<file path="config.mk">
export PLATFORM = sky130hd
export DESIGN_NAME = svc_soc_io_uart_rx
export DESIGN_NICKNAME = d
export VERILOG_FILES = /design/src/rtl/svc_soc_io_uart_rx.sv
export SDC_FILE = /design/constraint.sdc
export NUM_CORES = 1
export LEC_CHECK = 0
export ABC_AREA = 1
export BUFFER_PORTS_ARGS = -buffer_cell sky130_fd_sc_hd__buf_2
export CELL_PAD_IN_SITES_DETAIL_PLACEMENT = 1
export CELL_PAD_IN_SITES_GLOBAL_PLACEMENT = 1
export CORE_MARGIN = 5
export CORE_UTILIZATION = 30
export CTS_BUF_LIST = sky130_fd_sc_hd__clkbuf_4 sky130_fd_sc_hd__clkbuf_8 sky130_fd_sc_hd__clkbuf_16
export DETAILED_ROUTE_END_ITERATION = 6
export PLACE_DENSITY_LB_ADDON = 0.1
export SETUP_SLACK_MARGIN = 0.15
export SYNTH_ARGS = -nofsm -noshare
export SYNTH_HDL_FRONTEND = slang
export SYNTH_SLANG_ARGS = --single-unit
</file>
<file path="constraint.sdc">
create_clock -name clk -period 2.9 [get_ports clk]
set_input_delay 0 -clock clk [delete_from_list [all_inputs] [get_ports clk]]
set_output_delay 0 -clock clk [all_outputs]
set_load 0.03 [all_outputs]
</file>
<file path="src/rtl/svc_soc_io_uart_rx.sv">
// Memory-mapped 8N1 UART receiver with a small receive FIFO.
// DATA/STATUS registers sit on the SoC I/O bus; read data is OR-combinable.
module svc_soc_io_uart_rx #(
  parameter int unsigned CLOCK_FREQ = 25_000_000,
  parameter int unsigned BAUD_RATE  = 115_200,
  parameter logic [31:0] BASE_ADDR  = 32'h8000_0100,
  parameter int unsigned FIFO_DEPTH = 8
) (
  input  logic        clk,
  input  logic        rst,
  input  logic        uart_rx,
  input  logic        io_ren,
  input  logic [31:0] io_raddr,
  output logic [31:0] io_rdata,
  input  logic        io_wen,
  input  logic [31:0] io_waddr,
  input  logic [31:0] io_wdata,
  input  logic [3:0]  io_wstrb,
  output logic        rx_irq
);

  localparam int unsigned CPB = CLOCK_FREQ / BAUD_RATE;
  localparam int unsigned TW  = $clog2(CPB);
  localparam int unsigned PW  = $clog2(FIFO_DEPTH);

  localparam logic [TW-1:0] T_FULL = TW'(CPB - 1);
  localparam logic [TW-1:0] T_HALF = TW'(CPB / 2 - 1);
  localparam logic [PW:0]   DEPTH  = (PW + 1)'(FIFO_DEPTH);
  localparam logic [31:0]   STAT_ADDR = BASE_ADDR + 32'd4;

  typedef enum logic [2:0] {
    IDLE,
    START,
    DATA,
    STOP,
    WAIT_IDLE
  } state_t;

  state_t        state;
  logic [TW-1:0] timer;
  logic [2:0]    bit_idx;
  logic [7:0]    shreg;
  logic          rx_m;
  logic          rx_s;

  logic [7:0]    mem [FIFO_DEPTH];
  logic [PW-1:0] wr_ptr;
  logic [PW-1:0] rd_ptr;
  logic [PW:0]   count;
  logic          overrun;
  logic          framing;

  logic not_empty;
  logic full;
  logic stop_tick;
  logic push;
  logic push_ok;
  logic pop;
  logic ov_set;
  logic fr_set;
  logic stat_wr;
  logic ov_clr;
  logic fr_clr;
  logic unused_bits;

  assign not_empty = (count != '0);
  assign full      = (count == DEPTH);
  assign stop_tick = (state == STOP) && (timer == '0);
  assign push      = stop_tick && rx_s;
  assign fr_set    = stop_tick && !rx_s;
  assign pop       = io_ren && (io_raddr == BASE_ADDR) && not_empty;
  assign push_ok   = push && (!full || pop);
  assign ov_set    = push && full && !pop;
  assign stat_wr   = io_wen && (io_waddr == STAT_ADDR) && io_wstrb[0];
  assign ov_clr    = stat_wr && io_wdata[1];
  assign fr_clr    = stat_wr && io_wdata[2];
  assign rx_irq    = not_empty;

  assign unused_bits = ^{io_wdata[31:3], io_wdata[0], io_wstrb[3:1]};

  always_ff @(posedge clk) begin
    if (rst) begin
      rx_m <= 1'b1;
      rx_s <= 1'b1;
    end else begin
      rx_m <= uart_rx;
      rx_s <= rx_m;
    end
  end

  always_ff @(posedge clk) begin
    if (rst) begin
      state   <= IDLE;
      timer   <= '0;
      bit_idx <= '0;
      shreg   <= '0;
    end else begin
      unique case (state)
        IDLE: begin
          if (!rx_s) begin
            state <= START;
            timer <= T_HALF;
          end
        end
        START: begin
          if (timer != '0) begin
            timer <= timer - 1'b1;
          end else if (!rx_s) begin
            state   <= DATA;
            bit_idx <= '0;
            timer   <= T_FULL;
          end else begin
            state <= IDLE;
          end
        end
        DATA: begin
          if (timer != '0) begin
            timer <= timer - 1'b1;
          end else begin
            shreg <= {rx_s, shreg[7:1]};
            timer <= T_FULL;
            if (bit_idx == 3'd7) begin
              state <= STOP;
            end else begin
              bit_idx <= bit_idx + 1'b1;
            end
          end
        end
        STOP: begin
          if (timer != '0) begin
            timer <= timer - 1'b1;
          end else if (rx_s) begin
            state <= IDLE;
          end else begin
            state <= WAIT_IDLE;
          end
        end
        WAIT_IDLE: begin
          if (rx_s) begin
            state <= IDLE;
          end
        end
        default: state <= IDLE;
      endcase
    end
  end

  // Storage needs no reset; validity is tracked by count.
  always_ff @(posedge clk) begin
    if (push_ok) begin
      mem[wr_ptr] <= shreg;
    end
  end

  always_ff @(posedge clk) begin
    if (rst) begin
      wr_ptr <= '0;
      rd_ptr <= '0;
      count  <= '0;
    end else begin
      if (push_ok) begin
        wr_ptr <= wr_ptr + 1'b1;
      end
      if (pop) begin
        rd_ptr <= rd_ptr + 1'b1;
      end
      unique case ({push_ok, pop})
        2'b10:   count <= count + 1'b1;
        2'b01:   count <= count - 1'b1;
        default: count <= count;
      endcase
    end
  end

  // A set in the same cycle as a clear wins.
  always_ff @(posedge clk) begin
    if (rst) begin
      overrun <= 1'b0;
      framing <= 1'b0;
    end else begin
      if (ov_set) begin
        overrun <= 1'b1;
      end else if (ov_clr) begin
        overrun <= 1'b0;
      end
      if (fr_set) begin
        framing <= 1'b1;
      end else if (fr_clr) begin
        framing <= 1'b0;
      end
    end
  end

  always_ff @(posedge clk) begin
    if (rst) begin
      io_rdata <= '0;
    end else begin
      io_rdata <= '0;
      if (io_ren && io_raddr == BASE_ADDR && not_empty) begin
        io_rdata <= {23'b0, 1'b1, mem[rd_ptr]};
      end else if (io_ren && io_raddr == STAT_ADDR) begin
        io_rdata <= {28'b0, full, framing, overrun, not_empty};
      end
    end
  end

endmodule

</file>
==> flow_metrics.tcl <==
set metrics [dict create \
    rrSetupSlack_ns 0.65 \
    final_net_count 777 \
    post_synth_num_cell_types 39 \
    route.final.wire_length_mm 13.0 \
    areaGrowthSynthToFinish_pct 19.3 \
    finalCritPeriodShare 0.776 \
    final_core_utilization 0.360 \
    detail_route.vias_per_cell 4.59 \
    cellPowerDensity_nw_per_um2 661 \
    cts-buffers-inserted 9 \
    std_cell_rows 48 \
    setup_ws_ns 0.649 \
    grt.overflow.total 0 \
    clock_path_buffers 2 \
    crit_required_ns 2.97 \
    cts_htree_levels 3 \
    timing.reg2reg.worst_path_depth 10 \
    antenna_cells_inserted 0 \
    use_met2 0.238 \
    clock_slew_at_the_register_clock_pins_of_the_worst_setup_and_hold_paths_ns 0.08 \
    drtPass1Iterations 5 \
    synth_seq_cells 112 \
    slew_headroom 0.502 \
    detailedPlace.worstSlack_ns 0.636 \
    final_layout_size_suffix_gt1_frac 0.199 \
    clock_tree_from_tritoncts "built" \
    r2r-end "mem[6][0]$_DFFE_PP_" \
    top_level_ports 138 \
    gr-usage-met3 0.0288 \
    area_of_the_core_um2 17100 \
    grt.total_usage 0.136 \
    post-cts-setup-buffers 0 \
    vdd_ir_drop_max_v 0.000309 \
    die_area_um2 19900 \
    yosys.area.top_type_share 0.372 \
    max_cap_viol_count 0 \
    clkLatencyLatePin_ns 0.35 \
    worstHoldPathType "in -> reg" \
    fp.dieW_um 141 \
    dominant_cells_by_area_after_synthesis "sky130_fd_sc_hd__edfxtp_1 (37%), sky130_fd_sc_hd__dfxtp_1 (19%), sky130_fd_sc_hd__nor2_1 (9.0%)" \
    floorplan.die.height_um 141 \
    worst_hold_path.num_cells 4 \
    ys_warn_count 0 \
    drt_iter0_drc 162 \
    grt_antenna_before_repair 0 \
    grt_setup_unrepaired "false" \
    dp_hpwl_mm 9.76 \
    crit-reg2reg-launch "timer[0]$_SDFFE_PP0P_" \
    worst_hold_startpoint "io_raddr[3]" \
    floorplan.initialDensity 0.302 \
    synthDominantAreaCellType "sky130_fd_sc_hd__edfxtp_1" \
    finalMaxSlewViolations 0 \
    cts-root-buf "sky130_fd_sc_hd__clkbuf_16" \
    total_leakage_power_nw 2.51 \
    final_hold_viol_count 0 \
    gp_congestion 0.786 \
    number_of_instances_in_the_synthesized_netlist 571 \
    grt_max_degree 33 \
    fraction_of_the_yosys_area_taken_by_sequential_cells 0.558 \
    tightestPinTransition_ns 0.747 \
    ant_nets 0 \
    status "completed" \
    maxClockFrequency_mhz 444 \
    worstSetupEndpointType "flip-flop" \
    total_standard_cell_area_after_synthesis_um2 5160 \
    hold_end "io_rdata[2]$_SDFF_PP0_" \
    grt-busiest-layer "met2" \
    worst_ep_arrival_time_ns 2.32 \
    criticalPathCategory "reg -> reg" \
    synthesis.area_per_instance_um2 9.05 \
    wl_per_cell_um 14.5 \
    grt_pass1_wl_mm 21.8 \
    port_buffers 81 \
    final.min_clock_period_ns 2.25 \
    routed-via-count 4110 \
    finalSetupViolCount 0 \
    tns_ns 0 \
    commonest_non_fill_non_tap_cell_in_the_layout "sky130_fd_sc_hd__nor2_1" \
    worst_clock_skew_ns 0.00676 \
    number_of_design_rule_violations_left_after_detail_routing 0 \
    gr-usage-met1 0.170 \
    cts_sinks 112 \
    first_global_vias 4424 \
    fillers 2072 \
    critPathMaxFanout 9 \
    design_power_total_mw 4.07 \
    timing.critical_path.from_type "flip-flop" \
    layout_common_cells "sky130_fd_sc_hd__nor2_1 (124), sky130_fd_sc_hd__nand2_1 (82), sky130_fd_sc_hd__buf_2 (81), sky130_fd_sc_hd__edfxtp_1 (64), sky130_fd_sc_hd__dfxtp_1 (48)" \
]
worst max-delay path: stages (launching register included):
cell	delay, ns
sky130_fd_sc_hd__dfxtp_1	0.30
sky130_fd_sc_hd__inv_1	0.13
sky130_fd_sc_hd__ha_1	0.17
sky130_fd_sc_hd__nand2_1	0.08
sky130_fd_sc_hd__nor2_4	0.26
sky130_fd_sc_hd__nand3_4	0.15
sky130_fd_sc_hd__clkinv_2	0.09
sky130_fd_sc_hd__nand2_2	0.09
sky130_fd_sc_hd__or2_4	0.27
sky130_fd_sc_hd__nor3_1	0.22
sky130_fd_sc_hd__buf_4	0.19
metal layers:
layer | vias up | part of all wire
met5 | - | 0
met4 | 0 | 0.011
met3 | 11 | 0.031
met2 | 66 | 0.50
met1 | 1954 | 0.46
li1 | 2079 | -
per-stage QoR:
step / area, um2 / hold slack, ns / cells
2_1_floorplan: 5250 / 0.104 / 593
3_3_place_gp: 5810 / 0.182 / 875
3_5_place_dp: 5810 / 0.191 / 875
4_1_cts: 6160 / 0.00211 / 895
5_1_grt: 6160 / 0.0221 / 895
6_report: 6160 / 0.0158 / 895
report_power, final:
part	total, mW	switching, mW	internal, mW
clock	1.30	0.590	0.712
combinational	0.846	0.556	0.290
sequential	1.92	0.112	1.81
sequential cells by signal, summed over array words and instances (netlist names), 4 cells and up, named ones only:
register / flops
shreg: 8
io_rdata: 9
timer: 8
count: 4
mem: 64
worst max-delay path by stage:
stage | from | end | slack [ns] | depth (start not counted)
finish | timer[0]$_SDFFE_PP0P_ | mem[6][0]$_DFFE_PP_ | 0.65 | 10
global route | timer[0]$_SDFFE_PP0P_ | mem[6][5]$_DFFE_PP_ | 0.48 | 10
CTS | timer[0]$_SDFFE_PP0P_ | mem[6][3]$_DFFE_PP_ | 0.63 | 10
detailed placement | timer[0]$_SDFFE_PP0P_ | mem[6][0]$_DFFE_PP_ | 0.64 | 10
global placement | timer[0]$_SDFFE_PP0P_ | mem[6][0]$_DFFE_PP_ | 0.67 | 10
floorplan | timer[0]$_SDFFE_PP0P_ | mem[0][0]$_DFFE_PP_ | 0.59 | 9
cell usage after synthesis, drive strengths merged:
cell type and number:
a211oi 2, nand3 20, and3 1, buf 25
conb 1, o211a 1, nand4 13, o31ai 1
nand2 85, o32ai 16, o21ai 39, nand3b 1
edfxtp 64, xor2 3, a221oi 1, dfxtp 48
or2 6, inv 44, a21oi 32, nor3b 1
nor3 13, clkbuf 13, nor4 2, nor2 129
ha 7, o221ai 1, clkinv 1, a31oi 1
kinds of logic (layout without fill, tap and decap cells):
kind of cell,count (synthesis),count (layout),synth area share
AOI/OAI and AO/OA,94,94,0.109
xor gates and xnor gates,3,3,0.00509
adders and majority gates,7,7,0.0170
buffers and inverters,83,160,0.0780
DFF,112,112,0.558
other,1,23,0.000726
and+or+nand+nor,271,271,0.232
layout make-up:
class | count | area (um2) | area share
repair buffers | 99 | 551 | 0.0894
flip-flops and latches | 112 | 2880 | 0.468
clock buffers | 11 | 240 | 0.0390
multi-input cells | 398 | 1960 | 0.319
clock inverters | 5 | 72.6 | 0.0118
inverters | 45 | 170 | 0.0276
well taps | 225 | 282 | 0.0457
what timing repair did:
action                    CTS  global route
hold buffers                4             0
hold endpoints to repair    5             0
resized for setup           0             0
Note: power is estimated with default switching activity, not from simulation.
